## src/rtl/if_stage.sv

```systemverilog
// Instruction-fetch stage: owns the fetch PC, drives the synchronous
// instruction ROM and presents the fetched instruction on the IF/ID boundary.
// A stall that lands while a fetched word is in flight captures that word into
// a holding register (HOLD state), so the word presented to decode stays
// constant however long the stall lasts. A flush squashes the in-flight fetch
// and redirects the PC. A separate counter tracks instructions that decode
// accepts.
module if_stage #(
    parameter logic [31:0] RESET_PC = 32'h0000_0000,
    parameter logic [31:0] NOP_INST = 32'h0000_0013
) (
    input  logic        i_clk,
    input  logic        i_rst,
    input  logic [31:0] i_npc,
    input  logic        i_stall,
    input  logic        i_flush,
    output logic [31:0] o_pc,
    output logic        o_irom_en,
    output logic [31:0] o_irom_addr,
    input  logic [31:0] i_irom_data,
    output logic        o_id_valid,
    output logic [31:0] o_id_pc,
    output logic [31:0] o_id_pc4,
    output logic [31:0] o_id_inst,
    output logic        o_misalign_err,
    output logic [31:0] o_fetch_count
);

    typedef enum logic {
        RUN  = 1'b0,
        HOLD = 1'b1
    } state_t;

    state_t      r_state;
    logic [31:0] r_pc;
    logic [31:0] r_f_pc;
    logic        r_f_valid;
    logic [31:0] r_hold_inst;
    logic        r_misalign_err;
    logic [31:0] r_fetch_count;

    logic        w_adv;
    logic        w_load;
    logic        w_accept;
    logic [31:0] w_npc_aligned;

    // Flush outranks stall; the PC is reloaded on every advance or flush.
    assign w_adv         = ~i_stall & ~i_flush;
    assign w_load        = ~i_stall | i_flush;
    assign w_accept      = r_f_valid & w_adv;
    assign w_npc_aligned = {i_npc[31:2], 2'b00};

    // Fetch PC, IF/ID slot, stall capture, sticky misalignment flag and
    // accepted-instruction counter.
    always_ff @(posedge i_clk) begin
        // NOTE: every register here uses non-blocking assignment so each one
        // sees the pre-edge value of the others (e.g. r_f_pc takes the old
        // r_pc while r_pc itself is being reloaded on the same edge).
        if (i_rst) begin
            r_state        <= RUN;
            r_pc           <= RESET_PC;
            r_f_pc         <= 32'd0;
            r_f_valid      <= 1'b0;
            r_hold_inst    <= 32'd0;
            r_misalign_err <= 1'b0;
            r_fetch_count  <= 32'd0;
        end else begin
            if (w_accept) begin
                r_fetch_count <= r_fetch_count + 32'd1;
            end

            if (w_load && (i_npc[1:0] != 2'b00)) begin
                r_misalign_err <= 1'b1;
            end

            if (i_flush) begin
                // The read (if any) issued last cycle is dropped by clearing
                // the slot; no read is issued during the flush cycle itself.
                r_f_valid <= 1'b0;
                r_pc      <= w_npc_aligned;
                r_state   <= RUN;
            end else if (!i_stall) begin
                r_f_pc    <= r_pc;
                r_f_valid <= 1'b1;
                r_pc      <= w_npc_aligned;
                r_state   <= RUN;
            end else if (r_state == RUN && r_f_valid) begin
                // First stall cycle with a live fetch: the ROM word is only
                // guaranteed now, so freeze a copy for the rest of the stall.
                r_hold_inst <= i_irom_data;
                r_state     <= HOLD;
            end
        end
    end

    // Outputs: ROM is read only on an advancing, non-reset cycle.
    assign o_pc           = r_pc;
    assign o_irom_addr    = r_pc;
    assign o_irom_en      = ~i_rst & w_adv;
    assign o_id_valid     = r_f_valid;
    assign o_id_pc        = r_f_pc;
    assign o_id_pc4       = r_f_pc + 32'd4;
    assign o_misalign_err = r_misalign_err;
    assign o_fetch_count  = r_fetch_count;

    // Instruction mux: bubble, captured word during/after a stall, or live ROM data.
    always_comb begin
        o_id_inst = i_irom_data;
        if (!r_f_valid) begin
            o_id_inst = NOP_INST;
        end else if (r_state == HOLD) begin
            o_id_inst = r_hold_inst;
        end
    end

endmodule
```

## config.mk

```make
export PLATFORM = sky130hd
export DESIGN_NAME = if_stage
export DESIGN_NICKNAME = d
export VERILOG_FILES = /design/src/rtl/if_stage.sv
export SDC_FILE = /design/constraint.sdc
export NUM_CORES = 1
export LEC_CHECK = 0
export ABC_CLOCK_PERIOD_IN_PS = 2200
export CAP_MARGIN = 40
export CORE_MARGIN = 5
export CORE_UTILIZATION = 43
export DETAILED_ROUTE_END_ITERATION = 16
export GPL_TIMING_DRIVEN = 0
export PLACE_DENSITY_LB_ADDON = 0.08
export SYNTH_ARGS = -nofsm -noshare
export SYNTH_HDL_FRONTEND = slang
export SYNTH_SLANG_ARGS = --single-unit
```

## constraint.sdc

```tcl
create_clock -name i_clk -period 2.2 [get_ports i_clk]
set_input_delay 0.55 -clock i_clk [delete_from_list [all_inputs] [get_ports i_clk]]
set_output_delay 0.55 -clock i_clk [all_outputs]
set_load 0.05 [all_outputs]
```

==> run summary, run 1 <==
STA
--------------------------------------------------------------------------------------------------------
Post-route setup TNS                                                                           -8.095 ns
Min Clock Period, post-route                                                                    2.811 ns
Min setup slack post-route                                                                    -0.6107 ns
Count of endpoints failing setup in the final report                                                  23
Tcrit/Tclk final                                                                                   1.278
Final Hold Fails                                                                                       0
Worst slew margin relative to its limit                                                           0.6192
Clock Skew                                                                                    0.01103 ns
Fmax achieved                                                                                  355.8 MHz
Final max-slew violation count                                                                         0
Transition time at the pin with the least slew margin                                          0.5736 ns
Hold slack                                                                                     0.4504 ns
Setup repair after global routing missed its margin                                                  yes

DRT
--------------------------------------------------------------------------------------------------------
Mean routed wirelength per cell                                                                 16.37 um
Antenna violation net count after detailed routing                                                     0
Number of optimization iterations in the first detailed-route pass                                     8
Total via count after detailed routing                                                              6659
Number of design rule violations left after detail routing                                             0
Detailed Route Iter0 Violations                                                                      376
Vias per Instance                                                                                  5.052
Final routed wirelength across all metal layers                                                 21.58 mm

SYNTHESIS
--------------------------------------------------------------------------------------------------------
Number of synthesized flops with an enable pin                                                         0
Post-synth design cell area                                                                 0.006108 mm2
Number of synthesized register bits                                                                  127
Sequential-to-total area share from yosys stat                                                    0.4162
Multiplexer share of the synthesized area                                                        0.06534
Avg Inst Size Synth                                                                            7.732 um2
Async set-reset flop share out of synthesis                                                            0
Cell types with the largest area share after synthesis                                      sky130_fd_sc_hd__dfxtp_1 42%, sky130_fd_sc_hd__nand2_1 13%, sky130_fd_sc_hd__a21oi_1 8.8%
Post-synthesis xor/xnor area fraction                                                            0.05449
Main synth FF type                                                                          sky130_fd_sc_hd__dfxtp_1
Area share of the leading cell type in the synthesized netlist                                    0.4162
Synthesized-area fraction occupied by adder cells                                               0.004097
Number of distinct standard cells referenced by the synthesized netlist                               39
Complex-gate fraction of the synthesized area                                                     0.1069
Main combinational cell family by area after synthesis                                      simple AND/OR/NAND/NOR gates
Post-synthesis share of cell area spent on and, or, nand and nor gates                            0.2669
Cell taking the most area after synthesis                                                   sky130_fd_sc_hd__dfxtp_1
Synthesis warning total                                                                                0
Number of instances in the synthesized netlist                                                       790

CLOCKING
--------------------------------------------------------------------------------------------------------
Clock root buffer                                                                           sky130_fd_sc_hd__clkbuf_16
Number of sinks on the clock net                                                                     127
Post-CTS clock slew at the launch and capture registers of the worst setup and hold paths        0.06 ns
Maximum clock insertion buffer count                                                                   2
CTS buffer count                                                                                      17
H-tree Lvls                                                                                            4
TritonCTS clock tree                                                                               built
Cts-stage hold buffer count                                                                            0
Worst-skew pair later-pin latency                                                                0.42 ns

WORST SETUP PATH
--------------------------------------------------------------------------------------------------------
Critical Path Source Type                                                                      flip-flop
Kind of critical path                                                                            reg2out
Worst Path Arrival                                                                               2.26 ns
Largest fanout on the critical path                                                                    5
Setup crit end kind                                                                           output pin
Required @ worst endpoint                                                                        1.65 ns

STATUS
--------------------------------------------------------------------------------------------------------
Run status                                                                                  finished with violations
Violated checks                                                                             setup timing

PLACEMENT
--------------------------------------------------------------------------------------------------------
HPWL after detailed placement                                                                   14.86 mm
Routability Congestion                                                                            0.7687
Placed cell count                                                                                   1230
I/O Buffers                                                                                          253

DIE
--------------------------------------------------------------------------------------------------------
Overall die width                                                                               129.2 um
Die span in y                                                                                   129.2 um
Initial core utilization                                                                          0.4401
Std-Cell Core Area                                                                           0.01388 mm2
Ports                                                                                                263
Number of cell rows                                                                                   43
Die Area                                                                                     0.01669 mm2

JOB
--------------------------------------------------------------------------------------------------------
Max capacitance violation total                                                                        0

GLOBAL ROUTE
--------------------------------------------------------------------------------------------------------
Global-route wire length before repair                                                          31.85 mm
Antenna violations before repair                                                                       2
Combined global-route utilization of all metal layers                                             0.2396
Number of global-route vias before repair                                                           6100
Gr ovfl total                                                                                          0
Pin count of the biggest net entering global routing                                                  20

POWER AND IR DROP
--------------------------------------------------------------------------------------------------------
IR Drop Worst-Case VDD                                                                         0.4147 mV
Leakage power                                                                                   4.880 nW
Pwr per Cell Area                                                                           600.1 mW/mm2

HOLD PATH
--------------------------------------------------------------------------------------------------------
Hold Crit Class                                                                                  reg2reg

FINAL LAYOUT
--------------------------------------------------------------------------------------------------------
Share of cells above drive strength 1                                                             0.2711
Number of cells in the finished layout apart from fillers                                           1318
Syn-to-layout area delta                                                                          74.17%
Nets                                                                                                1193

-- sequential cells by signal, indices dropped and copies added, names as in the netlist --
register / flops
o_fetch_count: 32
o_id_pc: 30
o_id_valid: 1
o_irom_addr: 30
o_misalign_err: 1
r_hold_inst: 32
r_state: 1
-- what timing repair did --
item	CTS	global route
endpoints found under the setup margin	183	116
pin swaps	20	18
setup buffers	45	16
resized for setup	518	79
-- critical path: stages (launching register included) --
cell                      delay (ns)
sky130_fd_sc_hd__dfxtp_4        0.38
sky130_fd_sc_hd__nand4_1        0.18
sky130_fd_sc_hd__nor4_4         0.35
sky130_fd_sc_hd__buf_4          0.20
sky130_fd_sc_hd__buf_4          0.11
sky130_fd_sc_hd__nand4_1        0.23
sky130_fd_sc_hd__xnor2_4        0.21
sky130_fd_sc_hd__buf_6          0.18
-- where the power goes --
group | total [mW] | switching, mW | internal, mW
combinational | 1.14 | 0.735 | 0.405
clock | 2.82 | 1.05 | 1.77
sequential | 2.42 | 0.0738 | 2.35
total | 6.38 | 1.86 | 4.52
-- cell type report --
type / instances / area (um2)
Sequential cell: 127 / 2633
Timing Repair Buffer: 311 / 2920
Multi-Input combinational cell: 572 / 3700
Tap cell: 180 / 225.2
Clock inverter: 15 / 168.9
Buffer: 84 / 524.3
Inverter: 10 / 37.54
Fill cell: 1000 / 3242
Clock buffer: 17 / 425.4
Antenna cell: 2 / 5.005
-- cells in the mapped netlist, types with 2 or more instances --
library cell,n
sky130_fd_sc_hd__a21oi_1,108
sky130_fd_sc_hd__and2_1,3
sky130_fd_sc_hd__and3_1,4
sky130_fd_sc_hd__and4_1,5
sky130_fd_sc_hd__buf_1,6
sky130_fd_sc_hd__buf_2,3
sky130_fd_sc_hd__buf_4,38
sky130_fd_sc_hd__clkbuf_1,40
sky130_fd_sc_hd__dfxtp_1,127
sky130_fd_sc_hd__ha_1,2
sky130_fd_sc_hd__inv_1,10
sky130_fd_sc_hd__mux2_1,4
sky130_fd_sc_hd__mux2_2,3
sky130_fd_sc_hd__mux2i_1,32
sky130_fd_sc_hd__nand2_1,206
sky130_fd_sc_hd__nand3_1,27
sky130_fd_sc_hd__nand4_1,16
sky130_fd_sc_hd__nor2_1,55
sky130_fd_sc_hd__nor2b_1,9
sky130_fd_sc_hd__nor3_1,3
sky130_fd_sc_hd__nor4_1,9
sky130_fd_sc_hd__o21ai_0,3
sky130_fd_sc_hd__o31ai_1,12
sky130_fd_sc_hd__or2_2,2
sky130_fd_sc_hd__or3_1,3
sky130_fd_sc_hd__or4_1,11
sky130_fd_sc_hd__xnor2_1,24
sky130_fd_sc_hd__xor2_1,14
-- kinds of logic (layout without fill, tap and decap cells) --
logic type | after synthesis | after routing
buffers and inverters | 98 | 437
AOI/OAI and AO/OA | 124 | 124
xor gates and xnor gates | 38 | 38
muxes | 39 | 39
and+or+nand+nor | 361 | 361
adders and majority gates | 2 | 2
other | 1 | 10
DFF | 127 | 127
-- layer usage --
| layer | global-route usage | wire (um) | vias up |
|---|---|---|---|
| li1 | - | - | 3299 |
| met1 | 0.2770 | 8452 | 3078 |
| met2 | 0.4143 | 10650 | 246 |
| met3 | 0.08120 | 1916 | 36 |
| met4 | 0.08338 | 559 | 0 |
| met5 | 0 | 0 | - |
-- cells in the final DEF, fill, tap and decap left out, types with 4 or more instances in the layout --
cell and count:
sky130_fd_sc_hd__a21oi_1 108, sky130_fd_sc_hd__buf_1 5, sky130_fd_sc_hd__buf_2 4, sky130_fd_sc_hd__buf_4 108, sky130_fd_sc_hd__buf_6 44, sky130_fd_sc_hd__clkbuf_1 28
sky130_fd_sc_hd__clkbuf_16 17, sky130_fd_sc_hd__clkbuf_4 7, sky130_fd_sc_hd__clkdlybuf4s50_1 77, sky130_fd_sc_hd__conb_1 8, sky130_fd_sc_hd__dfxtp_1 93, sky130_fd_sc_hd__dfxtp_2 15
sky130_fd_sc_hd__dfxtp_4 19, sky130_fd_sc_hd__dlygate4sd2_1 91, sky130_fd_sc_hd__dlymetal6s2s_1 24, sky130_fd_sc_hd__inv_1 9, sky130_fd_sc_hd__mux2_1 4, sky130_fd_sc_hd__mux2i_1 32
sky130_fd_sc_hd__nand2_1 202, sky130_fd_sc_hd__nand3_1 18, sky130_fd_sc_hd__nand3_4 8, sky130_fd_sc_hd__nand4_1 16, sky130_fd_sc_hd__nor2_1 38, sky130_fd_sc_hd__nor2_2 14
sky130_fd_sc_hd__nor2b_1 8, sky130_fd_sc_hd__nor4_1 7, sky130_fd_sc_hd__o31ai_1 12, sky130_fd_sc_hd__or4_1 11, sky130_fd_sc_hd__xnor2_2 7, sky130_fd_sc_hd__xnor2_4 14
sky130_fd_sc_hd__xor2_1 11
-- path summary, 6_finish.rpt --
kind / to / from / slack (ns) / cells past startpoint
worst max-delay path: o_id_pc4[23] / o_id_pc[19]$_SDFFE_PP0N_ / -0.61 / 7
worst min register to register: o_misalign_err$_SDFFE_PP0P_ / o_misalign_err$_SDFFE_PP0P_ / 0.45 / 2
worst min-delay path: o_misalign_err$_SDFFE_PP0P_ / o_misalign_err$_SDFFE_PP0P_ / 0.45 / 2
worst max register to register: o_fetch_count[31]$_SDFFE_PP0P_ / o_fetch_count[16]$_SDFFE_PP0P_ / 0.18 / 5
-- through the flow --
stage,power [mW],utilization,worst slack (ns),instance area [um2]
after floorplan,3.187,-,-0.2219,6614
after global placement,3.622,0.6751,-1.123,9371
after detailed placement,3.628,0.6751,-1.128,9371
after CTS,6.403,0.7439,-0.4746,10330
after global routing,6.594,0.7661,-0.6629,10630
final,6.385,0.7665,-0.6107,10640
No activity file was read; power rests on OpenSTA's default activity.
==> inputs of run 2 (changes only) <==
--- a/config.mk
+++ b/config.mk
@@ -7,8 +7,10 @@
 export LEC_CHECK = 0
 export ABC_CLOCK_PERIOD_IN_PS = 2200
 export CAP_MARGIN = 40
+export CELL_PAD_IN_SITES_DETAIL_PLACEMENT = 0
+export CELL_PAD_IN_SITES_GLOBAL_PLACEMENT = 1
 export CORE_MARGIN = 5
-export CORE_UTILIZATION = 43
+export CORE_UTILIZATION = 30
 export DETAILED_ROUTE_END_ITERATION = 16
 export GPL_TIMING_DRIVEN = 0
 export PLACE_DENSITY_LB_ADDON = 0.08
==> run 2 against run 1 <==
Net effect:
- the run still ends with setup timing left
- combinational power about the same
- global-route usage decreased by 5.9 points
- clock skew about the same
- total power decreased by 0.46%
- hold slack got worse by 0.0072 ns
- register-to-register slack got worse by 0.04 ns
- clock power about the same
- fmax increased by 6.5%
- critical path depth unchanged
- critical path type unchanged
- critical endpoint is now o_id_pc4[19]
- largest cell class unchanged
- highest routed layer is now met5
==> run summary, run 2 (same netlist as run 1, synthesis figures left out) <==
CLOCKING
--------------------------------------------------------------------------------------------------------
Cts-stage hold buffer count                                                                            0
Clock root buffer                                                                           sky130_fd_sc_hd__clkbuf_16
Worst-skew pair later-pin latency                                                                0.42 ns
CTS buffer count                                                                                      17
Maximum clock insertion buffer count                                                                   2
Post-CTS clock slew at the launch and capture registers of the worst setup and hold paths        0.06 ns
Number of sinks on the clock net                                                                     127
TritonCTS clock tree                                                                               built
H-tree Lvls                                                                                            4

FINAL LAYOUT
--------------------------------------------------------------------------------------------------------
Multi-input gate area                                                                       0.003725 mm2
Fill cells                                                                                          1959
Share of cells above drive strength 1                                                             0.2788
Finished Cell Area                                                                           0.01075 mm2
Commonest non-fill, non-tap cell in the layout                                              sky130_fd_sc_hd__nand2_1
Nets                                                                                                1187
Syn-to-layout area delta                                                                          75.93%
Commonest cells after routing, fill and taps aside                                          199 x sky130_fd_sc_hd__nand2_1, 108 x sky130_fd_sc_hd__a21oi_1, 104 x sky130_fd_sc_hd__dlygate4sd2_1
Storage cell area                                                                           0.002633 mm2

STA
--------------------------------------------------------------------------------------------------------
Tcrit/Tclk final                                                                                   1.200
Count of endpoints failing setup in the final report                                                  24
Final max-slew violation count                                                                         0
Final Hold Fails                                                                                       0
Fmax achieved                                                                                  378.8 MHz
Hold slack                                                                                     0.4432 ns
Worst slew margin relative to its limit                                                           0.5774
Setup repair after global routing missed its margin                                                  yes
Min Clock Period, post-route                                                                    2.640 ns
Transition time at the pin with the least slew margin                                          0.6339 ns
Min setup slack post-route                                                                    -0.4400 ns
Clock Skew                                                                                    0.01098 ns
Post-route setup TNS                                                                           -6.157 ns

POWER AND IR DROP
--------------------------------------------------------------------------------------------------------
Switching share of total power                                                                    0.2904
Sequential fraction of design power                                                                0.380
Comb pwr share                                                                                     0.179
Pwr per Cell Area                                                                           591.4 mW/mm2
Switching power of the nets                                                                     1.845 mW
Internal power summed over all cells                                                            4.510 mW
IR Drop Worst-Case VDD                                                                         0.5103 mV
Fraction of power consumed by the clock network                                                    0.441
Leakage power                                                                                   4.877 nW

GLOBAL ROUTE
--------------------------------------------------------------------------------------------------------
Antenna violations before repair                                                                       3
Gr ovfl total                                                                                          0
Pin count of the biggest net entering global routing                                                  20
Global-route wire length before repair                                                          34.14 mm
Number of global-route vias before repair                                                           6097
Combined global-route utilization of all metal layers                                             0.1804

DIE
--------------------------------------------------------------------------------------------------------
Number of cell rows                                                                                   52
Die span in y                                                                                   152.7 um
Overall die width                                                                               152.7 um
Std-Cell Core Area                                                                           0.02017 mm2
Ports                                                                                                263
Initial core utilization                                                                          0.3029
Die Area                                                                                     0.02331 mm2

WORST SETUP PATH
--------------------------------------------------------------------------------------------------------
Required @ worst endpoint                                                                        1.65 ns
Setup crit end kind                                                                           output pin
R2r endpoint                                                                                o_fetch_count[31]$_SDFFE_PP0P_
Critical Path Source Type                                                                      flip-flop
Count of cells along the worst register-to-register path                                               5
Kind of critical path                                                                            reg2out
Worst Path Arrival                                                                               2.09 ns
Reg2Reg Launch Point                                                                        o_fetch_count[15]$_SDFFE_PP0P_
Reg-to-reg slack, setup                                                                          0.14 ns
Largest fanout on the critical path                                                                    4

DRT
--------------------------------------------------------------------------------------------------------
Total via count after detailed routing                                                              6408
Antenna violation net count after detailed routing                                                     0
Detailed Route Iter0 Violations                                                                      225
Mean routed wirelength per cell                                                                 15.63 um
Final routed wirelength across all metal layers                                                 21.89 mm
Vias per Instance                                                                                  4.574
Number of optimization iterations in the first detailed-route pass                                     4
Number of design rule violations left after detail routing                                             0

PLACEMENT
--------------------------------------------------------------------------------------------------------
Post-detailed-placement cell area                                                           0.009484 mm2
Routability Congestion                                                                            0.7389
HPWL after detailed placement                                                                   16.16 mm
I/O Buffers                                                                                          253
Pre-CTS setup slack                                                                            -1.161 ns

STATUS
--------------------------------------------------------------------------------------------------------
Violated checks                                                                             setup timing
Run status                                                                                  finished with violations

HOLD PATH
--------------------------------------------------------------------------------------------------------
Hold Crit Class                                                                                  reg2reg
Worst min-delay path startpoint                                                             o_misalign_err$_SDFFE_PP0P_
Number of stages on the worst hold path                                                                2
Endpoint with the worst hold slack                                                          o_misalign_err$_SDFFE_PP0P_

JOB
--------------------------------------------------------------------------------------------------------
Max capacitance violation total                                                                        0

-- run 2: changes by cell type in the layout (fill, tap and decap cells not counted), sizes merged --
cell / previous run / this run
buf: 161 / 153
bufinv: 3 / 0
diode: 2 / 1
dlygate4sd2: 91 / 104
clkbuf: 57 / 67
clkdlybuf4s15: 2 / 3
inv: 12 / 9
clkinv: 7 / 5
dlymetal6s2s: 24 / 17
clkdlybuf4s50: 77 / 70
-- run 2: routing by layer --
layer | vias to the layer above | GRT usage | part of all wire
met2 | 184 | 0.3001 | 0.48
met3 | 27 | 0.06163 | 0.075
met1 | 2914 | 0.2227 | 0.43
met4 | 6 | 0.05134 | 0.013
li1 | 3277 | - | -
met5 | - | 0 | 0.0021
-- run 2: cell type report --
class / instances / share of cell area
antenna: 1 / 0.0002329
multi-input combinational: 572 / 0.3466
tap: 270 / 0.03144
clock inverter: 7 / 0.004075
timing repair buffer: 305 / 0.2663
inverter: 10 / 0.003842
buffer: 84 / 0.05053
sequential: 127 / 0.2450
clock buffer: 25 / 0.05204
-- run 2: what timing repair did --
item,4_1_cts,5_1_grt
setup endpoints to repair,205,111
cloned,1,0
setup buffers,36,15
pin swaps,21,15
resized for setup,520,119
-- run 2: stage by stage --
step / cells / utilization / total power, mW
after detailed placement: 1320 / 0.4702 / 3.641
after CTS: 1385 / 0.5116 / 6.399
after floorplan: 797 / - / 3.187
after global routing: 1400 / 0.5327 / 6.597
final: 1401 / 0.5328 / 6.355
after global placement: 1320 / 0.4702 / 3.639
-- run 2: worst max path at each step --
stage	slack [ns]	cells past startpoint	startpoint	end
2_1_floorplan	-0.22	4	o_id_pc[18]$_SDFFE_PP0N_	o_id_pc4[26]
6_report	-0.44	7	o_id_pc[7]$_SDFFE_PP0N_	o_id_pc4[19]
3_3_place_gp	-1.15	6	i_stall	o_irom_en
3_5_place_dp	-1.16	6	i_stall	o_irom_en
5_1_grt	-0.55	7	o_id_pc[12]$_SDFFE_PP0N_	o_id_pc4[28]
4_1_cts	-0.45	7	o_id_pc[11]$_SDFFE_PP0N_	o_id_pc4[26]
-- run 2: worst max-delay path, stage by stage, from the launching register on --
cell and delay (ns):
sky130_fd_sc_hd__dfxtp_4 0.35, sky130_fd_sc_hd__nand4_1 0.11, sky130_fd_sc_hd__buf_6 0.16, sky130_fd_sc_hd__buf_6 0.12, sky130_fd_sc_hd__nor4_4 0.31, sky130_fd_sc_hd__nand4_1 0.26
sky130_fd_sc_hd__xnor2_4 0.20, sky130_fd_sc_hd__buf_6 0.18
-- run 2: power groups by stage --
stage | combinational [mW] | clock [mW] | sequential (mW)
3_3_place_gp | 1.16 | 0 | 2.48
5_1_grt | 1.20 | 2.97 | 2.43
2_1_floorplan | 0.545 | 0 | 2.64
3_5_place_dp | 1.16 | 0 | 2.49
6_report | 1.14 | 2.80 | 2.42
4_1_cts | 1.12 | 2.86 | 2.42
==> inputs of run 3 (changes only) <==
--- a/config.mk
+++ b/config.mk
@@ -5,13 +5,14 @@
 export SDC_FILE = /design/constraint.sdc
 export NUM_CORES = 1
 export LEC_CHECK = 0
-export ABC_CLOCK_PERIOD_IN_PS = 2200
+export ABC_CLOCK_PERIOD_IN_PS = 3300
 export CAP_MARGIN = 40
 export CELL_PAD_IN_SITES_DETAIL_PLACEMENT = 0
 export CELL_PAD_IN_SITES_GLOBAL_PLACEMENT = 1
 export CORE_MARGIN = 5
-export CORE_UTILIZATION = 30
+export CORE_UTILIZATION = 48
 export DETAILED_ROUTE_END_ITERATION = 16
+export DONT_BUFFER_PORTS = 1
 export GPL_TIMING_DRIVEN = 0
 export PLACE_DENSITY_LB_ADDON = 0.08
 export SYNTH_ARGS = -nofsm -noshare
==> constraint.sdc (replaced) <==
create_clock -name i_clk -period 3.3 [get_ports i_clk]
set_input_delay 0.825 -clock i_clk [delete_from_list [all_inputs] [get_ports i_clk]]
set_output_delay 0.825 -clock i_clk [all_outputs]
set_load 0.05 [all_outputs]
==> run 3 against run 2 <==
Net effect:
- the flow now finishes without violations
- utilization grew 7.4 points
- combinational power is 63% lower
- first-iteration DRC count grew 2.7%
- critical path depth is 2 lower
==> run summary, run 3 (same netlist as run 1, synthesis figures left out) <==
DRT
--------------------------------------------------------------------------------------------------------
Number of design rule violations left after detail routing                                             0
Final routed wirelength across all metal layers                                                 18.67 mm
Detailed Route Iter0 Violations                                                                      231
Number of optimization iterations in the first detailed-route pass                                     5
Vias per Instance                                                                                  5.480
Antenna violation net count after detailed routing                                                     0
Total via count after detailed routing                                                              5760
Mean routed wirelength per cell                                                                 17.77 um

DIE
--------------------------------------------------------------------------------------------------------
Overall die width                                                                               122.8 um
Ports                                                                                                263
Std-Cell Core Area                                                                           0.01257 mm2
Die Area                                                                                     0.01508 mm2
Number of cell rows                                                                                   41
Initial core utilization                                                                          0.4860
Die span in y                                                                                   122.8 um

GLOBAL ROUTE
--------------------------------------------------------------------------------------------------------
Combined global-route utilization of all metal layers                                             0.2403
Antenna violations before repair                                                                       0
Number of global-route vias before repair                                                           5568
Pin count of the biggest net entering global routing                                                  17
Global-route wire length before repair                                                          28.51 mm
Gr ovfl total                                                                                          0

WORST SETUP PATH
--------------------------------------------------------------------------------------------------------
Count of cells along the worst register-to-register path                                               7
Top delay family on crit path                                                               simple AND/OR/NAND/NOR gates
Largest fanout on the critical path                                                                    9
Instance count on the critical path                                                                    5
Master of the slowest instance on the critical path                                         sky130_fd_sc_hd__dfxtp_4
Critical Path Source Type                                                                      flip-flop
Maximum cell stage delay along the critical path                                                 0.49 ns
Worst Path Arrival                                                                               2.33 ns
Number of buffer and inverter instances along the worst setup path                                     1
Kind of critical path                                                                            reg2out
Required @ worst endpoint                                                                        2.47 ns
Setup crit end kind                                                                           output pin
Critical path, cell by cell                                                                 nand4_1 > nor4_4 > buf_4 > nand4_1 > xnor2_4
Library cell appearing most often on the critical path                                      sky130_fd_sc_hd__nand4_1

PLACEMENT
--------------------------------------------------------------------------------------------------------
Placed cell count                                                                                   1014
Routability Congestion                                                                            0.8170
I/O Buffers                                                                                            0
HPWL after detailed placement                                                                   14.14 mm

CLOCKING
--------------------------------------------------------------------------------------------------------
Number of sinks on the clock net                                                                     127
TritonCTS clock tree                                                                               built
Maximum clock insertion buffer count                                                                   2
Cts-stage hold buffer count                                                                            0
CTS buffer count                                                                                      17
Worst-skew pair later-pin latency                                                                0.42 ns
H-tree Lvls                                                                                            4
Clock root buffer                                                                           sky130_fd_sc_hd__clkbuf_16
Post-CTS clock slew at the launch and capture registers of the worst setup and hold paths        0.05 ns

STA
--------------------------------------------------------------------------------------------------------
Tcrit/Tclk final                                                                                  0.9567
Worst slew margin relative to its limit                                                           0.5046
Fmax achieved                                                                                  316.8 MHz
Final max-slew violation count                                                                         0
Count of endpoints failing setup in the final report                                                   0
Transition time at the pin with the least slew margin                                          0.7421 ns
Setup repair after global routing missed its margin                                                   no
Post-route setup TNS                                                                                0 ns
Min Clock Period, post-route                                                                    3.157 ns
Final Hold Fails                                                                                       0
Clock Skew                                                                                   0.007674 ns

FINAL LAYOUT
--------------------------------------------------------------------------------------------------------
Share of cells above drive strength 1                                                             0.2025
Nets                                                                                                 936
Commonest cells after routing, fill and taps aside                                          206 x sky130_fd_sc_hd__nand2_1, 108 x sky130_fd_sc_hd__a21oi_1, 100 x sky130_fd_sc_hd__dfxtp_1
Post-route core utilization                                                                       0.6070
Commonest non-fill, non-tap cell in the layout                                              sky130_fd_sc_hd__nand2_1
Antenna diode count                                                                                    0
Number of cells in the finished layout apart from fillers                                           1051
Syn-to-layout area delta                                                                          24.89%

STATUS
--------------------------------------------------------------------------------------------------------
Run status                                                                                     completed

POWER AND IR DROP
--------------------------------------------------------------------------------------------------------
Pwr per Cell Area                                                                           531.0 mW/mm2
Leakage power                                                                                   2.876 nW
IR Drop Worst-Case VDD                                                                         0.2977 mV

JOB
--------------------------------------------------------------------------------------------------------
Max capacitance violation total                                                                        0

HOLD PATH
--------------------------------------------------------------------------------------------------------
Hold Crit Class                                                                                  reg2reg
Number of stages on the worst hold path                                                                2

==> run 3: final timing paths <==
kind / from / end / slack (ns)
max: o_id_pc[18]$_SDFFE_PP0N_ / o_id_pc4[23] / 0.14
min: r_hold_inst[11]$_SDFFE_PP0P_ / r_hold_inst[11]$_SDFFE_PP0P_ / 0.45
max reg2reg: o_id_valid$_SDFFE_PP0N_ / o_fetch_count[21]$_SDFFE_PP0P_ / 0.55
min reg2reg: r_hold_inst[11]$_SDFFE_PP0P_ / r_hold_inst[11]$_SDFFE_PP0P_ / 0.45
==> run 3: cell type report <==
cell class | count | area, um2
flip-flops and latches | 127 | 2621
plain buffers | 88 | 488.0
multi-input cells | 572 | 3293
repair buffers | 50 | 375.4
inverters | 10 | 37.54
clock buffers | 27 | 523.0
clock inverters | 5 | 75.07
well taps | 172 | 215.2
fillers | 1174 | 4940
==> run 3: what timing repair did <==
action                     4_1_cts  5_1_grt
pin swaps                        7        6
setup endpoints to repair       26       13
resized for setup               50       19
setup buffers                    5        0
cloned                           0        0
==> run 3: per-layer routing <==
layer	wire [um]	global-route usage
met1	6973	0.2618
met2	9394	0.4131
met3	1739	0.08203
met4	565	0.1232
met5	0	0
==> run 3: per-stage QoR <==
stage / power (mW) / hold WS, ns / setup slack, ns / cell area [um2]
after floorplan: 2.116 / 0.4360 / 0.05580 / 6217
after global placement: 2.179 / 0.4422 / -0.4714 / 6432
after detailed placement: 2.210 / 0.4476 / -0.3326 / 6770
after CTS: 4.089 / 0.4549 / 0.005394 / 7595
after global routing: 4.177 / 0.4678 / 0.008343 / 7629
final: 4.051 / 0.4541 / 0.1430 / 7629
==> run 3: worst min-delay path, stage by stage, from the launching register on <==
cell and delay (ns):
sky130_fd_sc_hd__dfxtp_1 0.31, sky130_fd_sc_hd__nand2_1 0.05, sky130_fd_sc_hd__a21oi_1 0.05
==> run 3: power breakdown <==
part           switching [mW]  total, mW  internal [mW]
sequential              0.178       1.74           1.57
clock                   0.651       1.88           1.23
combinational           0.312      0.427          0.115
